===== config.mk =====
export PLATFORM = sky130hd
export DESIGN_NAME = knn_label_vote
export DESIGN_NICKNAME = d
export VERILOG_FILES = /design/src/rtl/knn_label_vote.sv
export SDC_FILE = /design/constraint.sdc
export NUM_CORES = 1
export LEC_CHECK = 0
export CAP_MARGIN = 20
export CORE_UTILIZATION = 45
export DETAILED_ROUTE_END_ITERATION = 7
export GPL_TIMING_DRIVEN = 0
export PLACE_DENSITY = 0.84
export REMOVE_ABC_BUFFERS = 1
export SLEW_MARGIN = 20
export SYNTH_ARGS = -nofsm -noshare
export SYNTH_HDL_FRONTEND = slang
export SYNTH_SLANG_ARGS = --single-unit

===== constraint.sdc =====
create_clock -name clk -period 2.3 [get_ports clk]
set_input_delay 0.23 -clock clk [delete_from_list [all_inputs] [get_ports clk]]
set_output_delay 0.23 -clock clk [all_outputs]
set_load 0.02 [all_outputs]

===== src/rtl/knn_label_vote.sv =====
// knn_label_vote: majority vote over the kNN core's sorted neighbour list.
// After a start request it walks the K neighbour slots through knn_id, reads
// each slot's class label on knn_info, tallies one counter per label, and then
// scans the counters for the most frequent label. Ties go to the lowest label.
//
// Ports
//   clk        system clock
//   rst        synchronous, active-high reset
//   start      vote request, sampled only while idle
//   knn_id     slot select to the kNN core
//   knn_info   label of the selected slot (combinational from knn_id)
//   busy       high whenever a vote is in progress
//   done       one-cycle pulse when a result is written
//   label_out  winning class label
//   vote_count number of votes for label_out
//   err        at least one slot of the last vote held an out-of-range label
module knn_label_vote #(
    parameter int unsigned NBR_KNN    = 4,
    parameter int unsigned NBR_LABELS = 4
) (
    input  logic       clk,
    input  logic       rst,
    input  logic       start,
    output logic [3:0] knn_id,
    input  logic [7:0] knn_info,
    output logic       busy,
    output logic       done,
    output logic [7:0] label_out,
    output logic [7:0] vote_count,
    output logic       err
);

    localparam int unsigned CW = $clog2(NBR_KNN + 1);
    localparam int unsigned LW = (NBR_LABELS > 1) ? $clog2(NBR_LABELS) : 1;

    typedef enum logic [1:0] {
        S_IDLE,
        S_READ,
        S_SCAN,
        S_DONE
    } state_e;

    state_e          state_q, state_d;
    logic [3:0]      slot_q, slot_d;
    logic [LW-1:0]   lbl_q, lbl_d;
    logic [CW-1:0]   cnt_q [NBR_LABELS];
    logic [CW-1:0]   cnt_d [NBR_LABELS];
    logic [LW-1:0]   best_label_q, best_label_d;
    logic [CW-1:0]   best_cnt_q, best_cnt_d;
    logic [7:0]      label_out_q, label_out_d;
    logic [7:0]      vote_count_q, vote_count_d;
    logic            err_q, err_d;
    logic            done_q, done_d;
    logic            busy_q, busy_d;

    logic            valid_c;
    logic            take_c;

    // Full 8-bit range check before the narrowed label is used as an index.
    assign valid_c = (knn_info < 8'(NBR_LABELS));
    // Strict compare keeps the lowest label on ties.
    assign take_c  = (cnt_q[lbl_q] > best_cnt_q);

    // Next-state and datapath.
    always_comb begin
        state_d      = state_q;
        slot_d       = slot_q;
        lbl_d        = lbl_q;
        cnt_d        = cnt_q;
        best_label_d = best_label_q;
        best_cnt_d   = best_cnt_q;
        label_out_d  = label_out_q;
        vote_count_d = vote_count_q;
        err_d        = err_q;
        done_d       = 1'b0;

        case (state_q)
            S_IDLE: begin
                if (start) begin
                    for (int i = 0; i < int'(NBR_LABELS); i++) begin
                        cnt_d[i] = '0;
                    end
                    err_d        = 1'b0;
                    slot_d       = 4'd0;
                    lbl_d        = '0;
                    best_label_d = '0;
                    best_cnt_d   = '0;
                    state_d      = S_READ;
                end
            end
            S_READ: begin
                if (valid_c) begin
                    cnt_d[knn_info[LW-1:0]] = cnt_q[knn_info[LW-1:0]] + CW'(1);
                end else begin
                    err_d = 1'b1;
                end
                if (slot_q == 4'(NBR_KNN - 1)) begin
                    slot_d  = 4'd0;
                    lbl_d   = '0;
                    state_d = S_SCAN;
                end else begin
                    slot_d = slot_q + 4'd1;
                end
            end
            S_SCAN: begin
                if (take_c) begin
                    best_label_d = lbl_q;
                    best_cnt_d   = cnt_q[lbl_q];
                end
                // The last label's update is folded into the written result.
                if (lbl_q == LW'(NBR_LABELS - 1)) begin
                    label_out_d  = 8'(best_label_d);
                    vote_count_d = 8'(best_cnt_d);
                    done_d       = 1'b1;
                    state_d      = S_DONE;
                end else begin
                    lbl_d = lbl_q + LW'(1);
                end
            end
            S_DONE: begin
                state_d = S_IDLE;
            end
            default: begin
                state_d = S_IDLE;
            end
        endcase

        busy_d = (state_d != S_IDLE);
    end

    // State and datapath registers.
    always_ff @(posedge clk) begin
        if (rst) begin
            state_q      <= S_IDLE;
            slot_q       <= 4'd0;
            lbl_q        <= '0;
            for (int i = 0; i < int'(NBR_LABELS); i++) begin
                cnt_q[i] <= '0;
            end
            best_label_q <= '0;
            best_cnt_q   <= '0;
            label_out_q  <= 8'd0;
            vote_count_q <= 8'd0;
            err_q        <= 1'b0;
            done_q       <= 1'b0;
            busy_q       <= 1'b0;
        end else begin
            state_q      <= state_d;
            slot_q       <= slot_d;
            lbl_q        <= lbl_d;
            for (int i = 0; i < int'(NBR_LABELS); i++) begin
                cnt_q[i] <= cnt_d[i];
            end
            best_label_q <= best_label_d;
            best_cnt_q   <= best_cnt_d;
            label_out_q  <= label_out_d;
            vote_count_q <= vote_count_d;
            err_q        <= err_d;
            done_q       <= done_d;
            busy_q       <= busy_d;
        end
    end

    assign knn_id     = slot_q;
    assign busy       = busy_q;
    assign done       = done_q;
    assign label_out  = label_out_q;
    assign vote_count = vote_count_q;
    assign err        = err_q;

endmodule


==> impl_metrics.prom, run 1 <==
# TYPE chip_impl_metric gauge
chip_impl_metric{name="holdBufCountCts",unit=""} 0
chip_impl_info{name="crit_type",value="reg -> reg"} 1
chip_impl_metric{name="io_pins",unit=""} 34
chip_impl_metric{name="worstHoldPathCells",unit=""} 2
chip_impl_metric{name="antenna-diode-count",unit=""} 0
chip_impl_info{name="min-delay-path-class",value="reg -> reg"} 1
chip_impl_metric{name="fmax",unit="MHz"} 439
chip_impl_metric{name="standard_cell_core_area",unit="µm²"} 3740
chip_impl_metric{name="ant_nets",unit=""} 0
chip_impl_metric{name="worst-path-stages",unit=""} 6
chip_impl_metric{name="placement_rows",unit=""} 22
chip_impl_metric{name="grt_use_total",unit="%"} 19.4
chip_impl_metric{name="cts_buffer_depth",unit=""} 2
chip_impl_info{name="cell_with_the_most_instances_after_synthesis",value="sky130_fd_sc_hd__dfxtp_1"} 1
chip_impl_metric{name="layout-drive-gt1-share",unit="%"} 15.4
chip_impl_metric{name="worst-endpoint-required",unit="ps"} 2440
chip_impl_info{name="synth_flop_cell",value="sky130_fd_sc_hd__dfxtp_1"} 1
chip_impl_metric{name="detail_route.wirelength",unit="µm"} 3590
chip_impl_metric{name="routed_via_density",unit=""} 5.48
chip_impl_metric{name="netlist_area",unit="µm²"} 1790
chip_impl_metric{name="r2r_worst_path_depth",unit=""} 6
chip_impl_metric{name="horiz_die_dim",unit="µm"} 65.1
chip_impl_info{name="outcome",value="complete, no violations"} 1
chip_impl_metric{name="max_slew_margin",unit="%"} 37.6
chip_impl_metric{name="layout_min_cycle_time",unit="ps"} 2280
chip_impl_metric{name="maxSlewViolCount",unit=""} 0
chip_impl_info{name="synth_top_cells_by_count",value="sky130_fd_sc_hd__dfxtp_1, sky130_fd_sc_hd__nand2_1, sky130_fd_sc_hd__nor2_1"} 1
chip_impl_metric{name="ctsHtreeMaxLevel",unit=""} 2
chip_impl_metric{name="floorplan.initialDensity",unit="%"} 47.9
chip_impl_metric{name="timing.final.hold_violations",unit=""} 0
chip_impl_info{name="tritoncts",value="yes"} 1
chip_impl_metric{name="total_congestion_overflow",unit=""} 0
chip_impl_metric{name="numPortBuffers",unit=""} 22
chip_impl_metric{name="finalSetupViolations",unit=""} 0
chip_impl_metric{name="clock_latency_of_the_later_clocked_register_in_the_worst_skew_pair",unit="ps"} 290
chip_impl_metric{name="postSynthAreaPerCell",unit="µm²"} 9.43
chip_impl_metric{name="async_reset_ff_share",unit="%"} 0
chip_impl_metric{name="max-cap-violations",unit=""} 0
chip_impl_info{name="synth.largest_area_cell",value="sky130_fd_sc_hd__dfxtp_1"} 1
chip_impl_metric{name="design.final.nets",unit=""} 230
chip_impl_info{name="rsz0062_at_grt",value="yes"} 1
chip_impl_metric{name="cts_sinks",unit=""} 33
chip_impl_metric{name="relative_area_change_from_synthesis_to_final_layout",unit="%"} 21.2
chip_impl_metric{name="global_route_wire_length_before_repair",unit="µm"} 6110
chip_impl_metric{name="route.detailed.drc",unit=""} 0
chip_impl_metric{name="leakage",unit="µW"} 0.000806
chip_impl_metric{name="regToRegSetupSlack",unit="ps"} 20
chip_impl_info{name="timing.critical_path.max_delay_family",value="multiplexers"} 1
chip_impl_metric{name="ys_warn_count",unit=""} 0
chip_impl_info{name="crit_chain",value="mux4_2, ha_4, nand3b_1, a21boi_4, mux2i_1, a211oi_1"} 1
chip_impl_info{name="largest_cells_by_area_after_synthesis",value="sky130_fd_sc_hd__dfxtp_1, sky130_fd_sc_hd__mux4_2, sky130_fd_sc_hd__mux2i_1"} 1
chip_impl_metric{name="grt_start_max_net_pins",unit=""} 26
chip_impl_metric{name="worst_setup_hold_path_clk_slew",unit="ps"} 70
chip_impl_metric{name="first_global_vias",unit=""} 1423
chip_impl_metric{name="critical_path_peak_fanout",unit=""} 8
chip_impl_metric{name="wl_per_cell",unit="µm"} 13.7
chip_impl_info{name="hold_end",value="cnt_q[4]$_SDFFE_PP0P_"} 1
chip_impl_metric{name="postSynthRegisterBits",unit=""} 33
chip_impl_info{name="worst_r2r_endpoint",value="label_out[1]$_SDFFE_PP0P_"} 1
chip_impl_metric{name="gpl.final_weighted_congestion",unit=""} 0.796
chip_impl_metric{name="finalCritPeriodShare",unit="%"} 99.1
chip_impl_metric{name="timing_worst_slew_pin_value",unit="ps"} 933
chip_impl_metric{name="hpwl",unit="µm"} 2430
chip_impl_info{name="cp-end-kind",value="flip-flop"} 1
chip_impl_metric{name="grt_antenna_before_repair",unit=""} 0
chip_impl_metric{name="vias",unit=""} 1435
chip_impl_metric{name="synth-seq-area-share",unit="%"} 36.9
chip_impl_info{name="cp-startpoint",value="lbl_q[0]$_SDFFE_PP0P_"} 1
chip_impl_metric{name="crit_arrival",unit="ps"} 2420
chip_impl_metric{name="stdcell_count",unit=""} 262
chip_impl_metric{name="detail_route.iter0.violations",unit=""} 56
chip_impl_info{name="start_kind",value="flip-flop"} 1
chip_impl_metric{name="synth.top_cell.area_share",unit="%"} 36.9
chip_impl_metric{name="powerDensity",unit="nW/µm²"} 577
chip_impl_info{name="worst_path_max_delay_cell",value="sky130_fd_sc_hd__mux4_2"} 1
chip_impl_metric{name="first_pass_iters",unit=""} 4
chip_impl_metric{name="skew",unit="ps"} 3.58
chip_impl_metric{name="vdd_drop_max",unit="µV"} 564
chip_impl_metric{name="synth_edf_count",unit=""} 0
chip_impl_metric{name="design.die.area",unit="µm²"} 4240
chip_impl_metric{name="critPathMaxStageDelay",unit="ps"} 580
chip_impl_info{name="critical_path.reg2reg.startpoint",value="lbl_q[0]$_SDFFE_PP0P_"} 1
chip_impl_metric{name="path_buf_inv",unit=""} 0
chip_impl_info{name="cts_root_buf",value="sky130_fd_sc_hd__clkbuf_8"} 1
chip_impl_metric{name="final_design_area_no_fill",unit="µm²"} 2170
chip_impl_metric{name="dieHeight",unit="µm"} 65.1
chip_impl_metric{name="placed_cells",unit=""} 249
chip_impl_metric{name="synth_cell_types",unit=""} 42
chip_impl_info{name="min-delay-start",value="cnt_q[4]$_SDFFE_PP0P_"} 1
chip_impl_metric{name="dpl-instance-area",unit="µm²"} 1970
chip_impl_metric{name="cts_inserted_buffers",unit=""} 5
chip_impl_metric{name="post_synth_inst_count",unit=""} 190
## stage by stage
| stage | worst slack, ps | util, % | setup TNS, ps | power [µW] | hold slack, ps |
|---|---|---|---|---|---|
| floorplan | -7.14 | - | -14.1 | 650 | 299 |
| global placement | -398 | 52.7 | -2610 | 695 | 453 |
| detailed placement | -433 | 52.7 | -3170 | 698 | 469 |
| CTS | 1.59 | 57.1 | 0 | 1260 | 478 |
| global route | -44.9 | 58.0 | -70.3 | 1300 | 505 |
| finish | 19.9 | 58.0 | 0 | 1250 | 476 |
## cell type report
class                           instances  area, µm²
Clock buffer                            7       86.3
Clock inverter                          1       30.0
Fill cell                             337       1570
Inverter                                5       18.8
Multi-Input combinational cell        141       1050
Sequential cell                        33        664
Tap cell                               48       60.1
Timing Repair Buffer                   27        258
## state kept, by name, indices dropped and copies added, names as in the netlist
signal and cells:
lbl_q 2, cnt_q 12, best_label_q 2, label_out 2
done 1, err 1, knn_id 4, state_q 2
busy 1, best_cnt_q 3, vote_count 3
## what timing repair did
action | CTS | global route
gates cloned | 0 | 0
endpoints found under the hold margin | 0 | 0
gates resized for setup | 6 | 1
pin swaps | 2 | 5
setup endpoints to repair | 9 | 5
buffers inserted | 2 | 3
## cells by family (layout without fill, tap and decap cells)
group / count (synthesis) / after routing / synth area share (%)
XOR/XNOR: 1 / 1 / 0.489
AO/OA/AOI/OAI: 35 / 35 / 13.2
AND/OR/NAND/NOR: 68 / 68 / 20.7
other: 1 / 11 / 0.209
adder cells (fa/ha/maj): 6 / 6 / 4.19
buffers and inverters: 26 / 40 / 8.66
flip-flops: 33 / 33 / 36.9
multiplexers: 20 / 20 / 15.6
## worst max path at each step
stage,slack (ps),to
finish,20,label_out[1]$_SDFFE_PP0P_
global placement,-400,label_out[1]$_SDFFE_PP0P_
global route,-40,label_out[1]$_SDFFE_PP0P_
detailed placement,-430,label_out[1]$_SDFFE_PP0P_
floorplan,-7,label_out[0]$_SDFFE_PP0P_
CTS,2,label_out[1]$_SDFFE_PP0P_
## worst reg2reg max path, stage by stage, from the launching register on
cell and delay (ps):
sky130_fd_sc_hd__dfxtp_4 400, sky130_fd_sc_hd__mux4_2 580, sky130_fd_sc_hd__ha_4 300, sky130_fd_sc_hd__nand3b_1 160
sky130_fd_sc_hd__a21boi_4 320, sky130_fd_sc_hd__mux2i_1 270, sky130_fd_sc_hd__a211oi_1 90
## where the power goes
group	switching [µW]	internal (µW)	leakage, µW	total [µW]
clock network	216	353	0.0000585	570
logic	58.8	40.1	0.000480	98.9
registers	7.72	576	0.000267	584
## layout by cell type (no fill, tap or decap), types with 3 or more instances in the layout
| cell | count |
|---|---|
| sky130_fd_sc_hd__mux4_2 | 6 |
| sky130_fd_sc_hd__a21oi_1 | 10 |
| sky130_fd_sc_hd__ha_1 | 4 |
| sky130_fd_sc_hd__and2_1 | 5 |
| sky130_fd_sc_hd__inv_1 | 5 |
| sky130_fd_sc_hd__mux2i_1 | 10 |
| sky130_fd_sc_hd__o211ai_1 | 4 |
| sky130_fd_sc_hd__buf_4 | 5 |
| sky130_fd_sc_hd__clkbuf_8 | 6 |
| sky130_fd_sc_hd__dfxtp_1 | 32 |
| sky130_fd_sc_hd__nand3b_1 | 4 |
| sky130_fd_sc_hd__nor2_1 | 14 |
| sky130_fd_sc_hd__nand2_1 | 17 |
| sky130_fd_sc_hd__nor2b_1 | 3 |
| sky130_fd_sc_hd__conb_1 | 11 |
| sky130_fd_sc_hd__clkdlybuf4s50_1 | 22 |
| sky130_fd_sc_hd__nand3_1 | 9 |
| sky130_fd_sc_hd__mux2_2 | 4 |
| sky130_fd_sc_hd__a211oi_1 | 6 |
| sky130_fd_sc_hd__nor3_1 | 4 |
## per-layer routing
| metal | up-vias | GRT usage, % | share of wire, % |
|---|---|---|---|
| met5 | - | 0 | 0 |
| met4 | 0 | 13.0 | 3.5 |
| met3 | 16 | 5.03 | 5.5 |
| met2 | 52 | 32.6 | 49 |
| met1 | 661 | 21.5 | 42 |
| li1 | 706 | - | - |
Power figures use the tool's default switching activity.
==> inputs of run 2 (changes only) <==
- SLEW_MARGIN: 20 -> 25
==> results of run 2 <==
No change in the layout: final DEF, timing and power equal those of run 1.
